### src/rtl/memory_stage_unit.sv
// MEM pipeline stage: issues one data-memory access per load/store, holds the
// pipeline until mem_ack (or timeout), and registers the MEM/WB fields.
module memory_stage_unit #(
  parameter int TIMEOUT = 15,
  parameter int DATA_W  = 32
) (
  input  logic              clk,
  input  logic              reset,
  input  logic              WB,
  input  logic              MEM_Read,
  input  logic              MEM_Write,
  input  logic              CALL,
  input  logic [DATA_W-1:0] npc,
  input  logic [DATA_W-1:0] ALU_result,
  input  logic [DATA_W-1:0] Reg2,
  input  logic [4:0]        R_dest,
  output logic              mem_req,
  output logic              mem_we,
  output logic [DATA_W-1:0] mem_addr,
  output logic [DATA_W-1:0] mem_wdata,
  input  logic [DATA_W-1:0] mem_rdata,
  input  logic              mem_ack,
  output logic              mem_stall,
  output logic              WB_out,
  output logic [4:0]        R_dest_out,
  output logic [DATA_W-1:0] WB_data,
  output logic              mem_err
);

  typedef enum logic {IDLE = 1'b0, BUSY = 1'b1} state_t;

  localparam logic [4:0] TO_LIM = 5'(TIMEOUT);

  state_t            state, state_nxt;
  logic [3:0]        cnt_p0;
  logic [4:0]        cnt_inc;
  logic              access, conflict, done, timeout;
  logic [DATA_W-1:0] addr_p0, wdata_p0;
  logic              we_p0, wb_p0;
  logic [4:0]        rdest_p0;

  assign access   = MEM_Read ^ MEM_Write;
  assign conflict = MEM_Read & MEM_Write;
  assign cnt_inc  = {1'b0, cnt_p0} + 5'd1;

  always_comb begin
    state_nxt = state;
    mem_req   = 1'b0;
    mem_we    = 1'b0;
    mem_addr  = '0;
    mem_wdata = '0;
    mem_stall = 1'b0;
    done      = 1'b0;
    timeout   = 1'b0;
    case (state)
      IDLE: begin
        mem_stall = access;
        if (access) state_nxt = BUSY;
      end
      BUSY: begin
        mem_req   = 1'b1;
        mem_we    = we_p0;
        mem_addr  = addr_p0;
        mem_wdata = wdata_p0;
        mem_stall = !mem_ack;
        if (mem_ack) begin
          done      = 1'b1;
          state_nxt = IDLE;
        end else if (cnt_inc == TO_LIM) begin
          timeout   = 1'b1;
          state_nxt = IDLE;
        end
      end
      default: state_nxt = IDLE;
    endcase
  end

  always_ff @(posedge clk) begin
    if (reset) state <= IDLE;
    else       state <= state_nxt;
  end

  // p0: access latches captured from EX/MEM; MEM/WB outputs follow
  always_ff @(posedge clk) begin
    if (reset) begin
      cnt_p0     <= '0;
      addr_p0    <= '0;
      wdata_p0   <= '0;
      we_p0      <= 1'b0;
      wb_p0      <= 1'b0;
      rdest_p0   <= '0;
      WB_out     <= 1'b0;
      R_dest_out <= '0;
      WB_data    <= '0;
      mem_err    <= 1'b0;
    end else begin
      mem_err <= ((state == IDLE) && conflict) || timeout;
      if (state == IDLE) begin
        if (access) begin
          addr_p0    <= ALU_result;
          wdata_p0   <= Reg2;
          we_p0      <= MEM_Write;
          wb_p0      <= WB;
          rdest_p0   <= R_dest;
          cnt_p0     <= '0;
          WB_out     <= 1'b0;
          R_dest_out <= '0;
          WB_data    <= '0;
        end else if (conflict) begin
          WB_out     <= 1'b0;
          R_dest_out <= '0;
          WB_data    <= '0;
        end else begin
          WB_out     <= WB;
          R_dest_out <= R_dest;
          WB_data    <= CALL ? npc : ALU_result;
        end
      end else if (done) begin
        WB_out     <= wb_p0;
        R_dest_out <= rdest_p0;
        WB_data    <= we_p0 ? addr_p0 : mem_rdata;
      end else begin
        // Stalled or timed out: bubble into MEM/WB
        cnt_p0     <= cnt_inc[3:0];
        WB_out     <= 1'b0;
        R_dest_out <= '0;
        WB_data    <= '0;
      end
    end
  end

endmodule

### config.mk
export PLATFORM = sky130hd
export DESIGN_NAME = memory_stage_unit
export DESIGN_NICKNAME = d
export VERILOG_FILES = /design/src/rtl/memory_stage_unit.sv
export SDC_FILE = /design/constraint.sdc
export NUM_CORES = 1
export LEC_CHECK = 0
export CAP_MARGIN = 20
export CORE_ASPECT_RATIO = 1.75
export CORE_MARGIN = 2
export CORE_UTILIZATION = 41
export CTS_CLUSTER_DIAMETER = 30
export CTS_CLUSTER_SIZE = 20
export DETAILED_ROUTE_END_ITERATION = 8
export GPL_ROUTABILITY_DRIVEN = 0
export PLACE_DENSITY_LB_ADDON = 0.2
export SKIP_LAST_GASP = 1
export SYNTH_ARGS = -nofsm -noshare
export SYNTH_HDL_FRONTEND = slang
export SYNTH_SLANG_ARGS = --single-unit
### constraint.sdc
create_clock -name clk -period 2.14 [get_ports clk]
set_clock_uncertainty 0.15 [all_clocks]
set_input_delay 0.214 -clock clk [delete_from_list [all_inputs] [get_ports clk]]
set_output_delay 0.214 -clock clk [all_outputs]
set_load 0.005 [all_outputs]
==> metrics.md, run 1 <==
| Metric | Value |
|---|---|
| # Max-Cap Violations | `0` |
| I/O pin count | `246` |
| Clk slew on worst S/H paths | `0.06 ns` |
| Wire length per cell | `16.4 µm` |
| Routed vias/inst | `5.05` |
| Worst Setup SP | `state$_SDFF_PP0_` |
| Post-synthesis register bit count | `115` |
| Vias in the first global route | `5377` |
| Initial antenna violation count | `0` |
| Hold Path Class | `in -> reg` |
| Post-Synthesis Cell Area | `0.00519 mm²` |
| Residual DRC | `0` |
| Avg Cell Area, Syn | `8.30 µm²` |
| Synth area leader | `dfxtp_1` |
| Design Area, Final | `0.00851 mm²` |
| Period utilisation layout | `98.1%` |
| Hold_ws | `0.110 ns` |
| DP Area | `0.00788 mm²` |
| Count of final setup violators | `0` |
| Initial Util | `41.8%` |
| Total power | `6.48 mW` |
| Worst path max stage delay | `0.56 ns` |
| Antenna viol nets, final | `0` |
| Share of synthesized registers carrying an async set or reset | `0%` |
| Cell Pwr Density | `761 mW/mm²` |
| Post-synth net total | `769` |
| I/O Buffers | `245` |
| First-pass detailed-route iteration total | `4` |
| CTS H-tree depth | `4` |
| Fmax | `477 MHz` |
| Sequential area share after synthesis | `44.3%` |
| Horiz. Die Dim | `89.1 µm` |
| Status | `completed` |
| Yosys cell types | `28` |
| CP Data Arrival Time | `1.73 ns` |
| Site row count | `54` |
| Num CTS Buffers | `17` |
| Area growth, synth to finish | `63.8%` |
| Max Slew Vio Count | `0` |
| First-pass GRT wire length | `26200 µm` |
| Clock Sinks | `115` |
| Fillers | `1076` |
| Layout cell share with drive strength beyond 1 | `7.54%` |
| Final Hold Fails | `0` |
| Tmin final | `2.10 ns` |
| Global Route Usage Sum | `24.9%` |
| DP Wirelength | `12000 µm` |
| Critical path, cell by cell | `buf_12 -> and2_1 -> clkdlybuf4s50_1` |
| Ant. Diodes | `0` |
| Critical Path Sink Type | `output pin` |
| Most common cell in the netlist | `nand2_1` |
| Root buffer cell | `clkbuf_16` |
| Slew HR | `64.7%` |
| Drt total wl | `17200 µm` |
| Area contributors post-synth | `dfxtp_1 (44%), mux2i_1 (12%), nand2_1 (10%)` |
| Worst Tran Pin Value | `0.529 ns` |
| Peak VDD IR | `0.600 mV` |
| Remaining Overflow, GRT | `0` |
| Post-synth EDFFs | `0` |
| CP max stage cell | `clkdlybuf4s50_1` |
| Commonest cells post-synth | `nand2_1 (145), dfxtp_1 (115), a21oi_1 (75), and2_1 (65), mux2i_1 (64)` |
| Reg2reg start | `state$_SDFF_PP0_` |
| Top FF cell, synth | `dfxtp_1` |
| Mapped Cells | `626` |
| Static Leak | `3.29 nW` |
| Worst setup path class | `reg -> out` |
| Net count, final | `1005` |
| Core area | `0.0124 mm²` |
| Starting DRC count in detailed routing | `199` |
| Longest Clk Path Bufs | `2` |
| Vert. Die Dim | `153 µm` |
| Startpoint Class | `flop` |
| Total die area | `0.0136 mm²` |
| Crit path required time | `1.78 ns` |
| Yosys warns | `0` |
| Skew-Pair Late Insertion Delay | `0.41 ns` |
| Hold path startpoint | `reset` |
| Crit path max fanout | `25` |
| Largest net degree at the start of global routing | `49` |
| CTS tree | `built` |
| Share of the synthesized area in the top cell type | `44.3%` |
| Via count | `5272` |
| RSZ-0062 raised after global routing | `true` |
logic make-up after synthesis:
group | count (synthesis) | synth area share [%]
AOI/OAI and AO/OA | 120 | 14.3
xor gates and xnor gates | 1 | 0.169
adders and majority gates | 3 | 0.723
buffers and inverters | 56 | 4.91
DFF | 115 | 44.3
muxes | 64 | 12.3
and+or+nand+nor | 267 | 23.2
power by group:
group / switching, mW / internal [mW] / leakage [nW]
logic: 0.544 / 0.700 / 2.06
clock network: 1.10 / 1.75 / 0.288
registers: 0.0849 / 2.30 / 0.944
metal layers:
metal | track usage (%) | vias up | share of wire (%)
met4 | 9.67 | 0 | 2.8
met3 | 7.94 | 31 | 6.4
li1 | - | 2557 | -
met5 | 0 | - | 0
met1 | 24.2 | 2492 | 36
met2 | 46.6 | 192 | 54
registers in the layout, indices dropped and copies added, names as in the netlist:
| name | cells |
|---|---|
| rdest_p0 | 5 |
| wdata_p0 | 32 |
| wb_p0 | 1 |
| WB_data | 32 |
| WB_out | 1 |
| state | 1 |
| cnt_p0 | 4 |
| addr_p0 | 32 |
| R_dest_out | 5 |
| mem_err | 1 |
| we_p0 | 1 |
critical path, delay by kind of cell (launching register included):
family,cells,cell delay [ns]
simple gates,1,0.13
flops,1,0.44
buf+inv,2,0.73
metrics by stage:
step	utilization, %	setup TNS, ns	std cells	worst slack [ns]
3_3_place_gp	63.3	-0.105	1007	-0.105
3_5_place_dp	63.3	-0.0914	1007	-0.0914
4_1_cts	68.4	0	1042	0.0120
5_1_grt	68.4	-0.00491	1043	-0.00491
2_1_floorplan	-	0	626	0.527
6_report	68.4	0	1043	0.0415
placed cells by master, fill, tap and decap left out, types with 2 or more instances in the layout:
cell             Yosys  final
clkbuf_16            0     17
a22oi_1              6      6
o21ai_0              4      3
and2_1              65     65
clkinvlp_4           0      2
nor3_1               2      2
o22a_1              32     32
mux2i_1             64     64
nand2_1            145    145
nand2b_1             3      2
nor2_1              44     44
dfxtp_1            115    113
bufinv_16            0      2
inv_6                0      7
clkdlybuf4s50_1      0    243
buf_12               0      8
buf_4                0     18
clkinv_4             0      2
a21oi_1             75     75
inv_1                3      3
ha_1                 3      3
worst paths after layout:
kind	depth (start not counted)	slack, ns	to
max	3	0.04	mem_addr[31]
min	2	0.11	R_dest_out[3]$_SDFF_PP0_
max reg2reg	5	0.42	WB_data[20]$_SDFF_PP0_
min reg2reg	2	0.30	wdata_p0[22]$_SDFFE_PP0P_
cell type report:
class                           count  area, µm²  area share [%]
Multi-Input combinational cell    455       2650            31.2
Sequential cell                   115       2310            27.1
Timing Repair Buffer              270       2730            32.1
Tap cell                          168        210            2.47
Inverter                            3       11.3           0.132
Clock buffer                       17        425            5.00
Clock inverter                     15        170            2.00
repair_timing:
item                       CTS  global route
setup buffers                3             1
hold buffers                 0             0
resized for setup            3             0
setup endpoints to repair   61            14
(Power assumes the default switching activity.)
==> inputs of run 2 (changes only) <==
--- a/config.mk
+++ b/config.mk
@@ -8,3 +8,3 @@
 export CAP_MARGIN = 20
-export CORE_ASPECT_RATIO = 1.75
+export CORE_ASPECT_RATIO = 1.1
 export CORE_MARGIN = 2
--- a/constraint.sdc
+++ b/constraint.sdc
@@ -4,2 +4,2 @@
 set_output_delay 0.214 -clock clk [all_outputs]
-set_load 0.005 [all_outputs]
+set_load 0.01 [all_outputs]
==> run 2 against run 1 <==
The run now ends with negative setup slack left. First-iteration DRC count grew 15%. Worst hold slack improved by 0.011 ns. Clock power about the same. Die area is 0.25% lower. Clock-buffer cell count is 2 higher. Register-to-register slack got worse by 0.02 ns. Global-route usage fell by 0.86 points. Sequential share of layout area grew 0.15 points. Flip-flop and latch count is the same.
==> metrics.md, run 2 (synthesis gave the netlist of run 1 again) <==
| Metric | Value |
|---|---|
| Worst R2R Path Depth | `5` |
| Layout cell share with drive strength beyond 1 | `6.57%` |
| Slew HR | `64.3%` |
| Post-CTS Setup Inserts | `0` |
| Wire length per cell | `16.3 µm` |
| Longest Clk Path Bufs | `2` |
| Hold_ws | `0.121 ns` |
| CTS H-tree depth | `4` |
| Sw Pwr | `1.64 mW` |
| Period utilisation layout | `101%` |
| Pre-CTS setup slack | `-0.0669 ns` |
| CP Data Arrival Time | `1.79 ns` |
| Startpoint Class | `flop` |
| Initial antenna violation count | `0` |
| Starting DRC count in detailed routing | `228` |
| Core area | `0.0125 mm²` |
| Worst path max stage delay | `0.53 ns` |
| Top flop regs | `WB_data x32, addr_p0 x32, wdata_p0 x32` |
| Clock Sinks | `115` |
| Status | `finished with violations` |
| First-pass GRT wire length | `26100 µm` |
| Int Pwr | `4.84 mW` |
| I/O Buffers | `245` |
| Worst Tran Pin Value | `0.536 ns` |
| Worst path top cell family by delay | `buffers and inverters` |
| First-pass detailed-route iteration total | `4` |
| Hold path depth | `2` |
| Most frequent cells in the layout | `clkdlybuf4s50_1 (243), nand2_1 (145), dfxtp_1 (113)` |
| Failing checks | `negative setup slack` |
| Cell Pwr Density | `766 mW/mm²` |
| Via count | `5207` |
| DP Wirelength | `11500 µm` |
| Worst setup path class | `reg -> out` |
| CTS tree | `built` |
| Cts hold-fix bufs | `0` |
| Net count, final | `998` |
| Stages on worst setup path | `3` |
| Hold path startpoint | `reset` |
| Site row count | `43` |
| Vert. Die Dim | `122 µm` |
| Worst reg2reg setup slack | `0.40 ns` |
| Antenna viol nets, final | `0` |
| RSZ-0062 raised after global routing | `true` |
| Layout Utilization | `67.8%` |
| Remaining Overflow, GRT | `0` |
| Fillers | `1041` |
| Ant. Diodes | `0` |
| Sink of the worst hold path | `R_dest_out[2]$_SDFF_PP0_` |
| Tmin final | `2.15 ns` |
| Initial Util | `41.6%` |
| Skew-Pair Late Insertion Delay | `0.40 ns` |
| Total power | `6.48 mW` |
| Largest net degree at the start of global routing | `51` |
| CP max stage cell | `clkdlybuf4s50_1` |
| Clk slew on worst S/H paths | `0.05 ns` |
| # Max-Cap Violations | `0` |
| Routed vias/inst | `5.08` |
| Design Area, Final | `0.00846 mm²` |
| Peak VDD IR | `0.504 mV` |
| Count of final setup violators | `17` |
| Final Hold Fails | `0` |
| # placed instances | `992` |
| Area growth, synth to finish | `62.9%` |
| Comb pwr share | `19.4%` |
| WP buf/inv | `2` |
| Horiz. Die Dim | `111 µm` |
| Crit path max fanout | `24` |
| Drt total wl | `16700 µm` |
| Worst setup margin | `-0.0115 ns` |
| Max Slew Vio Count | `0` |
| Crit path required time | `1.78 ns` |
| Hold Path Class | `in -> reg` |
| Global Route Usage Sum | `24.1%` |
| Static Leak | `3.25 nW` |
| Num CTS Buffers | `17` |
| Fmax | `465 MHz` |
| Reg2reg start | `state$_SDFF_PP0_` |
| Setup TNS Final | `-0.0858 ns` |
| DP Area | `0.00782 mm²` |
| Most common cell after layout, fill and taps aside | `clkdlybuf4s50_1` |
| Total die area | `0.0136 mm²` |
| Critical Path Sink Type | `output pin` |
| Root buffer cell | `clkbuf_16` |
| Switching fraction of total power | `25.3%` |
| Residual DRC | `0` |
| Clock power share | `43.7%` |
| Final cell count without fillers | `1025` |
| Vias in the first global route | `5218` |
| Reg2Reg Capture Point | `WB_data[3]$_SDFF_PP0_` |
| I/O pin count | `246` |
| Critical path, cell by cell | `bufbuf_16 -> and2_1 -> clkdlybuf4s50_1` |
| Sequential share of power | `36.8%` |
==> run 2: cell types whose count changed in the layout (fill, tap and decap cells not counted), sizes merged <==
cell / change
clkbuf: +2
clkinv: +2
bufbuf: +1
clkinvlp: +3
buf: -8
inv: -8
bufinv: +1
==> run 2: area by class of cell <==
class	count	area (µm²)	area share (%)
Multi-Input combinational cell	455	2650	31.3
Clock buffer	19	443	5.24
Sequential cell	115	2310	27.3
Inverter	3	11.3	0.133
Clock inverter	13	160	1.89
Tap cell	157	196	2.32
Timing Repair Buffer	263	2700	31.9
==> run 2: per-layer routing <==
metal	wire, µm	GRT usage, %	up-vias	share of wire, %
met4	427	9.95	0	2.6
met2	8210	41.4	208	49
li1	-	-	2547	-
met5	0	0	-	0
met3	1240	6.97	29	7.4
met1	6860	28.3	2423	41
==> run 2: worst max-delay path by stage <==
stage	startpoint	to	slack (ns)
floorplan	MEM_Read	WB_data[10]$_SDFF_PP0_	0.53
global placement	MEM_Write	WB_data[18]$_SDFF_PP0_	-0.04
detailed placement	MEM_Write	WB_data[16]$_SDFF_PP0_	-0.07
CTS	state$_SDFF_PP0_	mem_wdata[10]	-0.04
global route	state$_SDFF_PP0_	mem_addr[11]	-0.09
finish	state$_SDFF_PP0_	mem_wdata[10]	-0.01
==> run 2: what timing repair did <==
item                       CTS  global route
setup endpoints to repair   27            41
resized for setup            3             0
pin swaps                    0             0
cloned                       1             0
==> run 2: power groups by stage <==
stage / combinational [mW] / clock (mW) / sequential (mW)
floorplan: 0.592 / 0 / 2.43
global placement: 1.22 / 0 / 2.42
detailed placement: 1.24 / 0 / 2.43
CTS: 1.27 / 2.89 / 2.39
global route: 1.36 / 2.99 / 2.40
finish: 1.26 / 2.83 / 2.39
